==> config.mk <==
export PLATFORM = sky130hd
export DESIGN_NAME = dtlb
export DESIGN_NICKNAME = d
export VERILOG_FILES = /design/src/rtl/dtlb.sv
export SDC_FILE = /design/constraint.sdc
export NUM_CORES = 1
export LEC_CHECK = 0
export CAP_MARGIN = 10
export CORE_MARGIN = 1.5
export CORE_UTILIZATION = 50
export CTS_CLUSTER_DIAMETER = 40
export DETAILED_ROUTE_END_ITERATION = 16
export PLACE_DENSITY = 0.77
export SLEW_MARGIN = 40
export SYNTH_ARGS = -nofsm -noshare
export SYNTH_HDL_FRONTEND = slang
export SYNTH_SLANG_ARGS = --single-unit
==> constraint.sdc <==
create_clock -name clock -period 9.6 [get_ports clock]
set_input_delay 2.88 -clock clock [delete_from_list [all_inputs] [get_ports clock]]
set_output_delay 2.88 -clock clock [all_outputs]
set_load 0.02 [all_outputs]
==> src/rtl/dtlb.sv <==
// Fully-associative data TLB with 4 KB pages.
// IDLE -> LOOKUP -> IDLE on a hit or bypass, or -> MISS on a miss.
// MISS is released by miss_ack or flush.
// Entries are installed by fill. A fill first overwrites a matching valid VPN,
// otherwise it takes the lowest free slot, otherwise the round-robin victim.
module dtlb #(
  parameter int unsigned ENTRIES = 4
) (
  input  logic        clock,
  input  logic        reset,
  input  logic        lookup_valid,
  input  logic [31:0] vaddr,
  input  logic        translate_en,
  output logic        busy,
  output logic        dtlb_ready,
  output logic        dtlb_miss,
  output logic [31:0] paddr,
  input  logic        fill_valid,
  input  logic [19:0] fill_vpn,
  input  logic [19:0] fill_ppn,
  input  logic        flush,
  input  logic        miss_ack
);

  localparam int unsigned PTR_W = $clog2(ENTRIES);
  localparam int unsigned PN_W  = 20;

  typedef enum logic [1:0] {
    S_IDLE,
    S_LOOKUP,
    S_MISS
  } state_e;

  state_e             state_q;
  logic               busy_q;
  logic               ready_q;
  logic               miss_q;
  logic [31:0]        paddr_q;
  logic [31:0]        vaddr_q;
  logic               xlate_q;

  logic [ENTRIES-1:0] valid_q;
  logic [PTR_W-1:0]   ptr_q;
  logic [PN_W-1:0]    vpn_q [ENTRIES];
  logic [PN_W-1:0]    ppn_q [ENTRIES];

  logic               lk_hit;
  logic [PN_W-1:0]    lk_ppn;
  logic               fill_match;
  logic [PTR_W-1:0]   match_idx;
  logic               has_free;
  logic [PTR_W-1:0]   free_idx;
  logic [PTR_W-1:0]   wr_idx;
  logic               ptr_adv;

  assign busy       = busy_q;
  assign dtlb_ready = ready_q;
  assign dtlb_miss  = miss_q;
  assign paddr      = paddr_q;

  // Single-cycle associative compare of the latched VPN against all valid entries.
  always_comb begin
    lk_hit = 1'b0;
    lk_ppn = '0;
    for (int i = 0; i < int'(ENTRIES); i++) begin
      if (valid_q[PTR_W'(i)] && (vpn_q[PTR_W'(i)] == vaddr_q[31:12])) begin
        lk_hit = 1'b1;
        lk_ppn = ppn_q[PTR_W'(i)];
      end
    end
  end

  // Fill slot selection: matching VPN first, then the lowest free slot, then the round-robin victim.
  always_comb begin
    fill_match = 1'b0;
    match_idx  = '0;
    has_free   = 1'b0;
    free_idx   = '0;
    for (int i = int'(ENTRIES) - 1; i >= 0; i--) begin
      if (valid_q[PTR_W'(i)] && (vpn_q[PTR_W'(i)] == fill_vpn)) begin
        fill_match = 1'b1;
        match_idx  = PTR_W'(i);
      end
      if (!valid_q[PTR_W'(i)]) begin
        has_free = 1'b1;
        free_idx = PTR_W'(i);
      end
    end
    ptr_adv = !fill_match && !has_free;
    if (fill_match) begin
      wr_idx = match_idx;
    end else if (has_free) begin
      wr_idx = free_idx;
    end else begin
      wr_idx = ptr_q;
    end
  end

  // Valid bits and replacement pointer. A flush wins over a fill in the same cycle.
  always_ff @(posedge clock or posedge reset) begin
    if (reset) begin
      valid_q <= '0;
      ptr_q   <= '0;
    end else if (flush) begin
      valid_q <= '0;
      ptr_q   <= '0;
    end else if (fill_valid) begin
      valid_q[wr_idx] <= 1'b1;
      if (ptr_adv) begin
        ptr_q <= (ptr_q == PTR_W'(ENTRIES - 1)) ? '0 : ptr_q + PTR_W'(1);
      end
    end
  end

  // Translation storage. It has no reset because valid_q gates every read.
  always_ff @(posedge clock) begin
    if (fill_valid && !flush) begin
      vpn_q[wr_idx] <= fill_vpn;
      ppn_q[wr_idx] <= fill_ppn;
    end
  end

  // Request FSM with registered busy, ready, miss and paddr outputs.
  always_ff @(posedge clock or posedge reset) begin
    if (reset) begin
      state_q <= S_IDLE;
      busy_q  <= 1'b0;
      ready_q <= 1'b0;
      miss_q  <= 1'b0;
      paddr_q <= '0;
      vaddr_q <= '0;
      xlate_q <= 1'b0;
    end else begin
      ready_q <= 1'b0;
      case (state_q)
        S_IDLE: begin
          if (lookup_valid) begin
            vaddr_q <= vaddr;
            xlate_q <= translate_en;
            state_q <= S_LOOKUP;
            busy_q  <= 1'b1;
          end
        end
        S_LOOKUP: begin
          ready_q <= 1'b1;
          if (!xlate_q || lk_hit) begin
            miss_q  <= 1'b0;
            paddr_q <= xlate_q ? {lk_ppn, vaddr_q[11:0]} : vaddr_q;
            state_q <= S_IDLE;
            busy_q  <= 1'b0;
          end else begin
            miss_q  <= 1'b1;
            paddr_q <= vaddr_q;
            // A flush in the compare cycle still returns to IDLE on a miss.
            if (flush) begin
              state_q <= S_IDLE;
              busy_q  <= 1'b0;
            end else begin
              state_q <= S_MISS;
              busy_q  <= 1'b1;
            end
          end
        end
        S_MISS: begin
          if (miss_ack || flush) begin
            state_q <= S_IDLE;
            busy_q  <= 1'b0;
          end
        end
        default: begin
          state_q <= S_IDLE;
          busy_q  <= 1'b0;
        end
      endcase
    end
  end

endmodule
==> impl_metrics.tcl, run 1 <==
set metrics [dict create \
    coreArea_sq_um 12200 \
    syn_to_final_growth_pct 30.8 \
    synth_edf_count 80 \
    setup_viol 0 \
    finalHoldViolCount 0 \
    drt_wl_total_um 15100 \
    synth_top_family_by_area "XOR/XNOR gates" \
    synth.avg_cell_area_sq_um 13.8 \
    ys_types 35 \
    htreeDepth 4 \
    fin_crit_ps 5830 \
    tightest_slew_ps 681 \
    drc 0 \
    cts_setup_buffers 0 \
    cts_sinks 152 \
    grt_util_met3_pct 6.69 \
    outcome "finished, final reports clean" \
    critical_path_required_ps 9680 \
    leakagePower_nw 3.15 \
    nets 662 \
    io_buffers 113 \
    yosys-top-cells-area "edfxtp_1 38%, dfrtp_1 28%, xor2_1 7.2%" \
    yosys-mux-area-fraction_pct 5.85 \
    antenna_found_initial 0 \
    synth_compound_area_share_pct 5.66 \
    grt_pass1_vias 4381 \
    synthXorXnorAreaFrac_pct 11.0 \
    ys.flop_type "edfxtp_1" \
    ys_ff_latch 152 \
    cts_buffers 17 \
    hpwl_um 10500 \
    crit_type "in2reg" \
    clkSlewWorstSetupHoldPaths_ps 60 \
    synth_seq_area_share_pct 66.2 \
    wl_per_cell_um 19.8 \
    grt_use_total_pct 24.4 \
    fmax_ghz 0.171 \
    n_antenna_cell 0 \
    postCtsHoldBufs 0 \
    gp_congestion 0.902 \
    power_density_nw_per_um2 235 \
    cp_max_fo 26 \
    synth_top_cell_by_area "edfxtp_1" \
    first_pass_iters 5 \
    synth_fa_ha_area_share_pct 0 \
    drv_slew 0 \
    ir_worst_vdd_uv 172 \
    grt_start_max_net_pins 73 \
    grt_pass1_wl_um 23600 \
    drt-initial-drc-count 287 \
    rsz0062_at_grt "false" \
    die_y_um 116 \
    cp.arrival_ps 5910 \
    slew_headroom_pct 54.6 \
    finalCritPeriodShare_pct 60.7 \
    synth_top_area_share_pct 37.8 \
    ios 114 \
    synth-simple-area-share_pct 9.24 \
    p_total_mw 1.95 \
    grt.overflow.total 0 \
    drive_gt1_share_pct 13.1 \
    hp-class "reg2reg" \
    cts_tree "built" \
    post_drt_via_cell_ratio 5.44 \
    drv_cap 0 \
    met2_usage_pct 40.6 \
    ant_nets 0 \
    crit_path_end_kind "flip-flop" \
    clockBufferDepth 2 \
    ys_warn_count 0 \
    fin_skew_ps 10.0 \
    critPathLaunchType "input port" \
    root_buffer "clkbuf_16" \
    busiest_layer "met2" \
    insertion_delay_ps 430 \
    setup-tns-final_ps 0 \
    syn-num-nets 538 \
    start_util_pct 52.0 \
    vias 4156 \
    die_area_sq_um 13400 \
    cts_resized 0 \
    dieWidth_um 116 \
    synth_cells 459 \
    async_flop_share_pct 47.4 \
    syn-cell-area_sq_um 6350 \
    row_count 40 \
    met1_usage_pct 30.9 \
]
==> path summary, 6_finish.rpt <==
| check | from | end | slack [ps] | cells past startpoint |
|---|---|---|---|---|
| worst max-delay path | fill_vpn[16] | vpn_q[1][3] | 3770 | 8 |
| worst min-delay path | vaddr_q[8] | paddr[8] | 470 | 2 |
| worst max register to register | vpn_q[1][16] | vpn_q[1][3] | 6300 | 7 |
| worst min register to register | vaddr_q[8] | paddr[8] | 470 | 2 |
| max in group asynchronous | reset | vaddr_q[30] | 6160 | 3 |
| min in group asynchronous | reset | paddr[11] | 2940 | 3 |
==> cells in the final DEF (no fill, tap or decap), drive strengths merged, types with 2 or more instances in the layout <==
master,n
nand4,11
nand2,81
nor3,3
clkinv,5
xnor2,28
clkdlybuf4s50,113
buf,9
nor2,3
nand2b,2
bufinv,4
dfrtp,72
a21oi,22
inv,2
o22ai,2
nor4,15
nand3,2
mux2,33
edfxtp,80
xor2,52
nor2b,4
a221o,20
clkbuf,23
==> power breakdown <==
group          internal (mW)  switching (mW)
sequential             0.782          0.0775
clock                  0.440           0.248
combinational          0.210           0.197
total                   1.43           0.523
==> state kept, by name, summed over array words and instances (netlist names) <==
register	flops
busy	1
dtlb_miss	1
dtlb_ready	1
paddr	32
ppn_q	40
state_q	2
vaddr_q	32
valid_q	2
vpn_q	40
xlate_q	1
==> final cells by class <==
type                    count  area, sq um
well taps                 168          210
flip-flops and latches    152         4200
inverters                   3         16.3
clock inverters             9          148
repair buffers            122         1220
clock buffers              23          458
fillers                   917         3910
multi-input cells         287         2040
==> logic make-up after synthesis <==
logic type / after synthesis
simple gates: 126
xor+xnor: 80
mux: 33
compound gates: 48
flops: 152
buf+inv: 20
==> critical path: stages <==
cell,delay (ps)
clkdlybuf4s50_1,500
xnor2_1,280
nand4_1,100
or4_1,510
nor4_1,580
nor2b_1,160
nor2_4,430
buf_4,440
==> stage by stage <==
stage          setup slack (ps)  area, sq um  util [%]  instances  hold slack, ps
5_1_grt                    3640         8300      68.0        764             482
2_1_floorplan              2420         6350         -        459             435
4_1_cts                    3770         8300      68.0        764             469
3_5_place_dp               3350         7700      63.0        732             455
6_report                   3770         8300      68.0        764             468
3_3_place_gp               3470         7670      62.8        731             441
==> synth_stat cells (all sizes together), types with 3 or more instances <==
cell	number
dfrtp	72
xnor2	28
mux2	33
nor2	3
xor2	52
a21oi	22
a221o	20
buf	10
edfxtp	80
nor3	3
nand4	11
nor2b	4
nor4	15
clkbuf	5
nand2	81
==> routing by layer <==
layer	vias to the layer above	wire length, um
li1	1910	-
met1	2051	6390
met2	166	7430
met3	29	1010
met4	0	299
met5	-	0
(Power assumes the default switching activity.)
==> inputs of run 2 (changes only) <==
--- a/config.mk
+++ b/config.mk
@@ -7,10 +7,10 @@
 export LEC_CHECK = 0
 export CAP_MARGIN = 10
 export CORE_MARGIN = 1.5
-export CORE_UTILIZATION = 50
+export CORE_UTILIZATION = 47
 export CTS_CLUSTER_DIAMETER = 40
 export DETAILED_ROUTE_END_ITERATION = 16
-export PLACE_DENSITY = 0.77
+export PLACE_DENSITY = 0.75
 export SLEW_MARGIN = 40
 export SYNTH_ARGS = -nofsm -noshare
 export SYNTH_HDL_FRONTEND = slang
==> constraint.sdc (replaced) <==
create_clock -name clock -period 5.2 [get_ports clock]
set_input_delay 1.56 -clock clock [delete_from_list [all_inputs] [get_ports clock]]
set_output_delay 1.56 -clock clock [all_outputs]
set_load 0.02 [all_outputs]
==> run 2 against run 1 <==
- final area increased by 0.33%
- first-iteration DRC count rose by 4.5%
- non-clock buffer count rose by 1
- sequential power increased by 85%
- die area rose by 6.2%
- final cell count grew 1.2%
- power up 83%
- combinational power grew 87%
- critical path depth down 1
- core utilization shrank 4.8 points
- clock-buffer cell count down 4
- setup slack worse by 2600 ps
- largest power group unchanged
==> impl_metrics.tcl, run 2 (same netlist as run 1, synthesis figures left out) <==
set metrics [dict create \
    outcome "finished, final reports clean" \
    ir_worst_vdd_uv 233 \
    final_cell_mix "113 x clkdlybuf4s50_1, 81 x nand2_1, 80 x edfxtp_1" \
    setup_viol 0 \
    leakagePower_nw 3.15 \
    vias 4177 \
    hp-class "reg2reg" \
    critical_path_cell_count 7 \
    path_buf_inv 2 \
    slowest_stage "nor3b_4" \
    mostFrequentLayoutCell "clkdlybuf4s50_1" \
    cp_max_fo 31 \
    die_y_um 119 \
    grt_pass1_vias 4477 \
    crit_path_end_kind "flip-flop" \
    r2r_cells 6 \
    grt_start_max_net_pins 45 \
    fin_crit_ps 4070 \
    cts_sinks 152 \
    cp-endpoint "vpn_q[0][0]" \
    clkSlewWorstSetupHoldPaths_ps 60 \
    dieWidth_um 119 \
    nets 663 \
    drc 0 \
    cp_cell_sequence "clkdlybuf4s50_1, xor2_1, nor4_1, nand3_1, o31ai_1, nor3b_4, buf_12" \
    r2r-start "vpn_q[0][16]" \
    cts_resized 0 \
    grt_pass1_wl_um 24200 \
    drt_wl_total_um 15300 \
    clockBufferDepth 2 \
    ant_nets 0 \
    drt-initial-drc-count 300 \
    drive_gt1_share_pct 13.7 \
    cp.arrival_ps 4180 \
    first_pass_iters 4 \
    intPower_mw 2.57 \
    critical_path_required_ps 5310 \
    ios 114 \
    regArea_sq_um 4200 \
    multi_input_area_sq_um 2050 \
    crit_type "in2reg" \
    finalHoldViolCount 0 \
    post_drt_via_cell_ratio 5.40 \
    fmax_ghz 0.246 \
    hpwl_um 10700 \
    sequentialPowerShare_pct 44.4 \
    htreeDepth 4 \
    syn_to_final_growth_pct 31.2 \
    startpoint "fill_vpn[16]" \
    nFillCells 1016 \
    cts_setup_buffers 0 \
    antenna_found_initial 0 \
    power_density_nw_per_um2 429 \
    slowest_delay_ps 620 \
    crit_family "simple AND/OR/NAND/NOR gates" \
    finalCritPeriodShare_pct 78.3 \
    rsz0062_at_grt "false" \
    n_antenna_cell 0 \
    setup-tns-final_ps 0 \
    io_buffers 113 \
    wl_per_cell_um 19.7 \
    fin_skew_ps 8.68 \
    hold_ws_ps 463 \
    critPathLaunchType "input port" \
    p_sw_share_pct 28.1 \
    rr_endpoint "vpn_q[0][0]" \
    start_util_pct 48.1 \
    insertion_delay_ps 420 \
    drv_slew 0 \
    cts_tree "built" \
    postCtsHoldBufs 0 \
    power_switching_mw 1.00 \
    reg_top3 "ppn_q: 40 flops, vpn_q: 40 flops" \
    die_area_sq_um 14200 \
    coreArea_sq_um 13200 \
    combPwrFrac_pct 21.3 \
    slew_headroom_pct 58.2 \
    root_buffer "clkbuf_16" \
    tightest_slew_ps 626 \
    cts_buffers 17 \
    clock_power_share_pct 34.3 \
    grt_use_total_pct 22.8 \
    row_count 42 \
    rrSetupSlack_ps 2390 \
    drv_cap 0 \
    gp_congestion 0.888 \
    grt.overflow.total 0 \
]
-- run 2: cell count changes in the layout (fill, tap and decap cells not counted), sizes merged --
| cell | delta |
|---|---|
| bufinv | -2 |
| inv | +1 |
| buf | +1 |
| clkinvlp | +3 |
| clkbuf | -4 |
| clkinv | +2 |
-- run 2: power by group through the flow --
stage               registers, mW  logic [mW]  clock network (mW)
floorplan                    1.68       0.308                   0
global placement             1.60       0.734                   0
detailed placement           1.61       0.756                   0
CTS                          1.59       0.765                1.24
global route                 1.61       0.821                1.29
finish                       1.59       0.761                1.23
-- run 2: cell type report --
cell class                 count  share of cell area (%)
multi-input combinational    287                    24.6
sequential                   152                    50.5
clock buffer                  19                    5.45
clock inverter                13                    1.76
tap                          176                    2.64
inverter                       3                   0.195
timing repair buffer         123                    14.9
-- run 2: worst register-to-register path, cell delays in order (launching register included) --
cell	delay (ps)
edfxtp_1	420
xor2_1	170
nor4_1	440
nand3_1	120
o31ai_1	420
nor3b_4	620
buf_12	300
-- run 2: per-stage QoR --
stage	total power [mW]	setup slack (ps)	std cells	cell area, sq um	util [%]
2_1_floorplan	1.99	270	459	6350	-
4_1_cts	3.59	1160	773	8330	63.2
5_1_grt	3.72	974	773	8330	63.2
3_5_place_dp	2.36	728	741	7730	58.6
3_3_place_gp	2.34	837	740	7700	58.4
6_report	3.57	1130	773	8330	63.2
-- run 2: worst min path at each step --
stage	start	to	slack [ps]	depth (start not counted)
CTS	vaddr_q[6]	paddr[6]	470	2
finish	vaddr_q[6]	paddr[6]	460	2
detailed placement	vaddr_q[6]	paddr[6]	460	2
floorplan	vaddr_q[0]	paddr[0]	430	2
global route	vaddr_q[4]	paddr[4]	490	2
global placement	vaddr_q[8]	paddr[8]	440	2
-- run 2: per-layer routing --
metal | vias to the layer above | global-route usage, % | share of wire, %
li1 | 1909 | - | -
met5 | - | 0 | 0
met4 | 0 | 9.41 | 2.3
met2 | 156 | 36.7 | 48
met1 | 2084 | 30.3 | 43
met3 | 28 | 4.74 | 6.2
